`src/rtl/cont_tri_monitor_if.sv`:
```
`default_nettype none
// ============================================================================
//  Module   : cont_tri_monitor_if
//  Purpose  : Sample/status bundle between the triangle counter and its monitor.
//  Revision : 1.0  initial release
// ============================================================================
interface cont_tri_monitor_if #(
    parameter int PERIOD_W = 8
);
    logic [3:0]          In;
    logic                Locked;
    logic                Dir;
    logic                Peak;
    logic                Valley;
    logic [PERIOD_W-1:0] Periods;
    logic                Err;
    logic [6:0]          Seg;

    // Counter side: drives the sample and observes the monitor status.
    modport master (
        output In,
        input  Locked, Dir, Peak, Valley, Periods, Err, Seg
    );

    // Monitor side.
    modport slave (
        input  In,
        output Locked, Dir, Peak, Valley, Periods, Err, Seg
    );
endinterface
`default_nettype wire

```
`src/rtl/cont_tri_monitor.sv`:
```
`default_nettype none
// ============================================================================
//  Module   : cont_tri_monitor
//  Purpose  : Tracks a 4-bit triangle counter, validates each step, flags the
//             turnarounds, counts periods and drives a 7-segment digit.
//  Revision : 1.0  initial release
// ============================================================================
module cont_tri_monitor #(
    parameter int PERIOD_W = 8
) (
    input  wire logic         Clock,
    input  wire logic         Reset,
    cont_tri_monitor_if.slave bus
);

    typedef enum logic [1:0] {
        INIT = 2'd0,
        LOCK = 2'd1,
        UP   = 2'd2,
        DOWN = 2'd3
    } state_t;

    state_t              r_state;
    state_t              w_state_nxt;
    logic [3:0]          r_prev;
    logic                r_dir;
    logic                w_dir_nxt;
    logic                r_peak;
    logic                w_peak_nxt;
    logic                r_valley;
    logic                w_valley_nxt;
    logic                r_err;
    logic                w_err_nxt;
    logic [PERIOD_W-1:0] r_periods;
    logic [PERIOD_W-1:0] w_periods_nxt;
    logic [6:0]          r_seg;
    logic [6:0]          w_seg_nxt;

    // Five-bit compare so that 15->0 and 0->15 never look like legal steps.
    logic [4:0] w_in5;
    logic [4:0] w_prev5;
    logic       w_step_up;
    logic       w_step_dn;
    logic       w_turn_peak;
    logic       w_turn_valley;

    assign w_in5         = {1'b0, bus.In};
    assign w_prev5       = {1'b0, r_prev};
    assign w_step_up     = (w_in5 == (w_prev5 + 5'd1));
    assign w_step_dn     = ((w_in5 + 5'd1) == w_prev5);
    assign w_turn_peak   = (r_prev == 4'd15) && (bus.In == 4'd14);
    assign w_turn_valley = (r_prev == 4'd0)  && (bus.In == 4'd1);

    always_comb begin
        w_state_nxt   = r_state;
        w_dir_nxt     = r_dir;
        w_peak_nxt    = 1'b0;
        w_valley_nxt  = 1'b0;
        w_err_nxt     = r_err;
        w_periods_nxt = r_periods;
        case (r_state)
            INIT: begin
                w_state_nxt = LOCK;
            end
            LOCK: begin
                if (w_step_up) begin
                    w_state_nxt = UP;
                    w_dir_nxt   = 1'b0;
                end else if (w_step_dn) begin
                    w_state_nxt = DOWN;
                    w_dir_nxt   = 1'b1;
                end
            end
            UP: begin
                if (w_step_up) begin
                    w_state_nxt = UP;
                end else if (w_turn_peak) begin
                    w_state_nxt = DOWN;
                    w_dir_nxt   = 1'b1;
                    w_peak_nxt  = 1'b1;
                end else begin
                    w_state_nxt = LOCK;
                    w_err_nxt   = 1'b1;
                end
            end
            DOWN: begin
                if (w_step_dn) begin
                    w_state_nxt = DOWN;
                end else if (w_turn_valley) begin
                    w_state_nxt   = UP;
                    w_dir_nxt     = 1'b0;
                    w_valley_nxt  = 1'b1;
                    w_periods_nxt = r_periods + 1'b1;
                end else begin
                    w_state_nxt = LOCK;
                    w_err_nxt   = 1'b1;
                end
            end
            default: begin
                w_state_nxt = INIT;
            end
        endcase
    end

    // Hex digit decode, segments gfedcba, active-low.
    always_comb begin
        w_seg_nxt = 7'h40;
        case (bus.In)
            4'h0: w_seg_nxt = 7'h40;
            4'h1: w_seg_nxt = 7'h79;
            4'h2: w_seg_nxt = 7'h24;
            4'h3: w_seg_nxt = 7'h30;
            4'h4: w_seg_nxt = 7'h19;
            4'h5: w_seg_nxt = 7'h12;
            4'h6: w_seg_nxt = 7'h02;
            4'h7: w_seg_nxt = 7'h78;
            4'h8: w_seg_nxt = 7'h00;
            4'h9: w_seg_nxt = 7'h10;
            4'hA: w_seg_nxt = 7'h08;
            4'hB: w_seg_nxt = 7'h03;
            4'hC: w_seg_nxt = 7'h46;
            4'hD: w_seg_nxt = 7'h21;
            4'hE: w_seg_nxt = 7'h06;
            4'hF: w_seg_nxt = 7'h0E;
            default: w_seg_nxt = 7'h40;
        endcase
    end

    always_ff @(posedge Clock) begin
        if (Reset) begin
            r_state   <= INIT;
            r_prev    <= 4'd0;
            r_dir     <= 1'b0;
            r_peak    <= 1'b0;
            r_valley  <= 1'b0;
            r_err     <= 1'b0;
            r_periods <= '0;
            r_seg     <= 7'h40;
        end else begin
            r_state   <= w_state_nxt;
            r_prev    <= bus.In;
            r_dir     <= w_dir_nxt;
            r_peak    <= w_peak_nxt;
            r_valley  <= w_valley_nxt;
            r_err     <= w_err_nxt;
            r_periods <= w_periods_nxt;
            r_seg     <= w_seg_nxt;
        end
    end

    assign bus.Locked  = (r_state == UP) || (r_state == DOWN);
    assign bus.Dir     = r_dir;
    assign bus.Peak    = r_peak;
    assign bus.Valley  = r_valley;
    assign bus.Err     = r_err;
    assign bus.Periods = r_periods;
    assign bus.Seg     = r_seg;

endmodule
`default_nettype wire

```
`src/flat_wrapper.sv`:
```
// flat-port wrapper written by rule: the top's interface ports become plain ports
module cont_tri_monitor_flat 
#(
    parameter int PERIOD_W = 8
)
  (Clock, Reset, bus_In, bus_Locked, bus_Dir, bus_Peak, bus_Valley, bus_Periods, bus_Err, bus_Seg);
  cont_tri_monitor_if #(.PERIOD_W(PERIOD_W)) bus_i ();
  input  wire logic Clock;
  input  wire logic Reset;
  input wire logic [$bits(bus_i.In)-1:0] bus_In;
  output wire logic [$bits(bus_i.Locked)-1:0] bus_Locked;
  output wire logic [$bits(bus_i.Dir)-1:0] bus_Dir;
  output wire logic [$bits(bus_i.Peak)-1:0] bus_Peak;
  output wire logic [$bits(bus_i.Valley)-1:0] bus_Valley;
  output wire logic [$bits(bus_i.Periods)-1:0] bus_Periods;
  output wire logic [$bits(bus_i.Err)-1:0] bus_Err;
  output wire logic [$bits(bus_i.Seg)-1:0] bus_Seg;
  assign bus_i.In = bus_In;
  assign bus_Locked = bus_i.Locked;
  assign bus_Dir = bus_i.Dir;
  assign bus_Peak = bus_i.Peak;
  assign bus_Valley = bus_i.Valley;
  assign bus_Periods = bus_i.Periods;
  assign bus_Err = bus_i.Err;
  assign bus_Seg = bus_i.Seg;
  cont_tri_monitor #(.PERIOD_W(PERIOD_W)) u_core (.Clock(Clock), .Reset(Reset), .bus(bus_i));
endmodule
```
`config.mk`:
```
export PLATFORM = sky130hd
export DESIGN_NAME = cont_tri_monitor_flat
export DESIGN_NICKNAME = d
export VERILOG_FILES = /design/src/rtl/cont_tri_monitor_if.sv /design/src/rtl/cont_tri_monitor.sv /design/src/flat_wrapper.sv
export SDC_FILE = /design/constraint.sdc
export NUM_CORES = 1
export LEC_CHECK = 0
export ABC_AREA = 1
export BUFFER_PORTS_ARGS = -buffer_cell sky130_fd_sc_hd__buf_2
export CAP_MARGIN = 20
export CORE_ASPECT_RATIO = 0.75
export CORE_MARGIN = 8
export CORE_UTILIZATION = 40
export CTS_BUF_LIST = sky130_fd_sc_hd__clkbuf_4 sky130_fd_sc_hd__clkbuf_8
export CTS_CLUSTER_DIAMETER = 100
export CTS_CLUSTER_SIZE = 10
export DETAILED_ROUTE_END_ITERATION = 8
export SYNTH_ARGS = -nofsm -noshare
export SYNTH_HDL_FRONTEND = slang
export SYNTH_SLANG_ARGS = --single-unit
```
`constraint.sdc`:
```
create_clock -name Clock -period 2.3 [get_ports Clock]
set_input_delay 0.46 -clock Clock [delete_from_list [all_inputs] [get_ports Clock]]
set_output_delay 0.46 -clock Clock [all_outputs]
set_load 0.02 [all_outputs]
```
---- Word-level counts from Yosys, hierarchy flattened ----
Memory sizes are Yosys's and may differ from the RTL's. A register that Yosys moved wholly into a read port is not among the register bits.
Cells that the tools add are included.
cells by class
  $add $sub $neg .......................... 3
  $mul .................................... 0
  divide/modulo/power cells ............... 0
  order comparisons ....................... 0
  eq/ne operators ......................... 15
  shift-type cells ........................ 0
  muxes and demuxes ....................... 21
  bitwise operators ....................... 3
  reductions and logical operators ........ 12
operator list
  cell                 number
  $mux 1               12
  $mux 2               6
  $add 4x1->5 const B  2
  $add 8x1->8 const B  1
  $eq 4x4->1 const B   2
  $ne 2x2->1 const B   4
  $pmux 2 s4           1
  $reduce_and 6->1     1
  $reduce_or 3->1      2
  $eq 4x5->1           1
  $eq 5x4->1           1
  $reduce_and 5->1     1
  $eq 2x2->1 const B   2
  $eq 4x1->1 const B   1
  $logic_not 4->1      1
  $ne 2x1->1 const B   2
  $ne 3x1->1 const B   1
  $not 1->1            3
  $pmux 1 s3           1
  $reduce_and 3->1     1
  $reduce_bool 3->1    1
  $eq 2x1->1 const B   1
  $logic_and 1x1->1    2
  $logic_not 2->1      1
  3 further kinds      3
storage, ports and cells
  register bits ........................... 18
  latch bits .............................. 0
  memory bits (writable) .................. 0
  memory bits (read-only) ................. 112
  input bits .............................. 6
  output and inout port bits .............. 20
  word-level logic and storage cells ...... 62
  memories kept ........................... 1
memory list
  memory            depth  bits a word  rd ports  clocked after memory_dff  wr ports  RTL line                 RTL
  (name not given)  16     7            1         1                         0         cont_tri_monitor.sv:108  case (bus.In)

---- Longest topological paths before layout ----
  depth after elaboration ................. 5
  gate-level depth with buffers ........... 13
  mapped depth without buffers ............ 13

---- Worst setup path after synthesis ----
No wires, ideal clock.
  path type ............................... in2reg
  start ................................... in bus_In[0]
  end ..................................... reg u_core.r_periods[0] (netlist: u_core.bus.Periods[0])
  library setup time ...................... 132 ps
  data arrival time ....................... 1635 ps
  required time ........................... 2168 ps
  setup slack ............................. 533 ps
  cell stages on the path ................. 12
  path buffers ............................ 0
  cells stage by stage .................... inv_1 ha_1 inv_1 nand2_1 nand2_1 nand3_1 nor2_4 nand2_2 nand2_4 inv_4 o21ai_1 a21oi_1
on the way
  cells in the longest elaborated chain, start to end .. 4
  elaborated cells on any way between the ends .. 6
  classes of those cells .................. 1 x add/sub; 2 x eq/ne; 1 x bitwise; 2 x reduce/logical
RTL lines
  what                                   RTL line                 RTL
  start: declaration                     flat_wrapper.sv:10       input wire logic [$bits(bus_i.In)-1:0] bus_In;
  $add 4x1->5                            cont_tri_monitor.sv:50   assign w_step_dn = ((w_in5 + 5'd1) == w_prev5);
  $eq 5x4->1                             cont_tri_monitor.sv:50
  $not 1->1 (no source line)             n/a
  $reduce_and 3->1 (no source line) (*)  n/a
  end signal: assignment                 cont_tri_monitor.sv:146  r_periods <= w_periods_nxt;
  end: declaration                       cont_tri_monitor.sv:34   logic [PERIOD_W-1:0] r_periods;
Every way passes the cells marked *; elsewhere a longest branch is shown, timed or not.
A chain may end at the register's enable or synchronous reset.

---- Worst setup path in the final report ----
  start ................................... in bus_In[1]
  end ..................................... reg u_core.r_periods[2] (netlist: u_core.bus.Periods[2])
The elaborated chain is that of the path after synthesis.

==> summary.md <==
| Metric | Value |
|---|---|
| RSZ-0062 raised after global routing | false |
| CP startpoint | bus_In[1] |
| Worst setup margin | approximately 0.45 ns |
| Hold path start | u_core.bus.Err$_SDFFE_PP0P_ |
| Relative max-transition margin | 0.742 |
| Met2 Wirelength | ~1200 um |
| Clk Latency, worst-skew pair | ~0.27 ns |
| HPWL after DPL | roughly 2500 um |
| CP Capture Type | register |
| Final antenna-violating net count | 0 |
| Switching share of total power | 0.296 |
| Metal3 WL | 295 um |
| CP cell instances | buf_2 > inv_1 > ha_1 > inv_1 > nor2_1 > nand4_1 > nor2_1 > nand2_4 > inv_4 > nand3_1 > and3_1 |
| CTS Root Cell | clkbuf_8 |
| Hold Worst Slack | 0.469 ns |
| Hold crit path type | register to register |
| Site row count | 18 |
| Max Freq | 539 MHz |
| Vias in the first global route | between 1000 and 1500 |
| Syn avg cell area | ~7.1 um^2 |
| Mapped cell area | between 1000 and 1500 um^2 |
| Clock Path Buffers | 2 |
| Synth Register Bits | 25 |
| Synth area leaders | dfxtp_1, nand2_1, ha_1 |
| Req. time, crit path | around 2.5 ns |
| Sequential fraction of the synthesis area | 0.354 |
| Die width | between 80 and 90 um |
| Port bufs | 25 |
| Largest delay contributor family on the critical path | simple AND/OR/NAND/NOR gates |
| Maximum vdd drop | about 0.2 mV |
| Outcome | complete, no violations |
| Arr. time, crit path | around 2.0 ns |
| Top cell type's share of synthesized area | 0.354 |
| Number of buffers created by CTS | 3 |
| R2r startpoint | u_core.r_prev[0]$_SDFF_PP0_ |
| Slowest cell delay on critical path | between 0.2 and 0.25 ns |
| Initial Util | 0.424 |
| Crit-path max FO | 10 |
| Ys Warns | 0 |
| GRT Total Usage | 0.117 |
| Synth unique cells | 32 |
| Startpoint types | input pin |
| Synth area leader | dfxtp_1 |
| Max-cap violations | 0 |
| Final setup fails | 0 |
| Worst-case reg-to-reg path depth | 12 |
| Fill count | roughly 340 |
| EDFF count, synth | 0 |
| Crit path time final | 1.85 ns |
| Sw power | 0.263 mW |
| Register-to-Register Setup Slack | approximately 0.57 ns |
| Hold-fix buffers, CTS | 0 |
| Pre-CTS WS | ~0.17 ns |
| Net count reported at finish | 244 |
| Total gr overflow | 0 |
| Fin crit share | 0.806 |
| Slowest CP cell | ha_1 |
| CTS tree | yes |
| Setup repair bufs after CTS | 0 |
| Detailed-route DRC error count | 0 |
| Pwr dens | roughly 550 nW/um^2 |
| GP Congestion | roughly 0.83 |
| Met1 wire length | between 1500 and 2000 um |
| Setup TNS | 0 ns |
| Die Ht | around 67 um |
| Post-DR vias/cell | 4.94 |
| Routed WL per cell | 12.1 um |
| Part of the power in registers | 0.519 |
| Cells after Synth | 200 |
| Area grow syn2layout | 15.1% |
| Initial drt markers | 104 |
| Hold Path End | u_core.bus.Err$_SDFFE_PP0P_ |
| Routed WL | around 3200 um |
| Worst-path clk slew | around 0.090 ns |
| Setup Crit Path Kind | input pin to register |
| DIE AREA | 5710 um^2 |
| Initial antenna violation count | 0 |
| FFs w/ async S/R, synth | 0 |
| Logic pwr share | 0.181 |
| Static leakage power | 0.824 nW |
| Synth cell count leaders | nand2_1, inv_1, dfxtp_1 |
| PostCTS Resize Cnt | 0 |
| DR pass1 iterations | 4 |
| Worst path bufs/invs | 4 |
| Share of cells above drive strength 1 | 0.167 |
| First-pass GRT wire length | ~5400 um |
| H-tree depth | 1 |
| Int Pwr | between 0.6 and 0.7 mW |
| Main synth FF type | dfxtp_1 |
| FF-to-FF End | u_core.bus.Dir$_SDFFE_PP0P_ |
| Clk_skew | about 0.003 ns |
| I/O pin cnt | 26 |
| Core area | approximately 3300 um^2 |
| Top-count cell post-synth | nand2_1 |
| Clock sink count | 25 |
| Slew @ Worst Pin | 0.385 ns |
| Via count | about 1300 |
| Final-report max-slew violation count | 0 |
| Power share of the clock group | 0.299 |
| Antenna cells | 0 |
| Hold path cells | 1 |
| Largest net degree at the start of global routing | 15 |
| Synthesized net count | ~220 |
| Endpoints failing hold | 0 |
| Max Used Layer | met4 |
-- per-layer routing --
metal,up-vias,global-route usage
met5,-,0
met2,51,0.157
li1,706,-
met3,4,0.0424
met4,0,0.0331
met1,559,0.169
-- power by group through the flow --
stage               Sequential, mW  Combinational, mW  Clock (mW)
detailed placement           0.473              0.160           0
global route                 0.465              0.181       0.293
CTS                          0.463              0.161       0.278
floorplan                    0.488             0.0980           0
global placement             0.474              0.162           0
finish                       0.463              0.162       0.266
-- area by class of cell --
class,instances,area (um^2),area share
Sequential cell,25,500,0.307
Inverter,32,123,0.0753
Tap cell,40,50.0,0.0307
Clock buffer,3,41.3,0.0254
Multi-Input combinational cell,140,776,0.477
Timing Repair Buffer,26,133,0.0815
Clock inverter,1,5.00,0.00307
-- sequential cells by signal, summed over array words and instances (netlist names) --
name	cells
u_core.bus.Dir	1
u_core.bus.Err	1
u_core.bus.Peak	1
u_core.bus.Periods	8
u_core.bus.Seg	7
u_core.bus.Valley	1
u_core.r_prev	4
u_core.r_state	2
-- cell families (layout without fill, tap and decap cells) --
kind of cell | count (synthesis) | in the layout | synth area share
XOR/XNOR | 3 | 3 | 0.0186
flip-flops | 25 | 25 | 0.354
buffers and inverters | 35 | 62 | 0.0973
adder cells (fa/ha/maj) | 10 | 10 | 0.0885
AO/OA/AOI/OAI | 30 | 30 | 0.130
AND/OR/NAND/NOR | 97 | 97 | 0.312
-- cells in the final DEF, fill, tap and decap left out --
master    synthesis  layout
nand2_1          46      46
inv_1            30      30
buf_2             0      25
dfxtp_1          25      25
nand3_1          19      19
nor2_1           18      18
ha_1             10      10
a21oi_1           8       8
o21ai_0           8       8
nand4_1           3       3
o21ai_1           3       3
a32o_1            3       3
xnor2_1           3       3
clkbuf_8          0       3
nor3_1            2       2
nand2_2           2       2
o21a_1            2       2
and3_1            2       2
o221ai_1          1       1
inv_2             1       1
nor2_4            1       1
nand2_4           1       1
nor3b_2           1       1
a21boi_0          1       1
a31oi_1           1       1
o211ai_1          1       1
nor4_1            1       1
o31ai_1           1       1
inv_4             1       1
o22ai_1           1       1
nand3_2           1       1
clkinv_2          0       1
buf_4             1       1
-- metrics by stage --
| stage | instance area [um^2] | instances | utilization | total power [mW] |
|---|---|---|---|---|
| 3_5_place_dp | 1580 | 263 | 0.474 | 0.633 |
| 6_report | 1630 | 267 | 0.488 | 0.891 |
| 2_1_floorplan | 1410 | 200 | - | 0.586 |
| 4_1_cts | 1630 | 267 | 0.488 | 0.901 |
| 5_1_grt | 1630 | 267 | 0.488 | 0.939 |
| 3_3_place_gp | 1580 | 263 | 0.474 | 0.636 |
-- how the worst max path moves through the flow --
stage                                                    end  slack, ns  cells after the start
after CTS                 u_core.bus.Periods[2]$_SDFFE_PP0P_       0.46                     11
after floorplan           u_core.bus.Periods[0]$_SDFFE_PP0P_       0.53                     12
final                     u_core.bus.Periods[2]$_SDFFE_PP0P_       0.45                     11
after global routing      u_core.bus.Periods[2]$_SDFFE_PP0P_       0.20                     11
after global placement    u_core.bus.Periods[2]$_SDFFE_PP0P_       0.25                     11
after detailed placement  u_core.bus.Periods[2]$_SDFFE_PP0P_       0.17                     11
No activity file was read; power rests on OpenSTA's default activity.
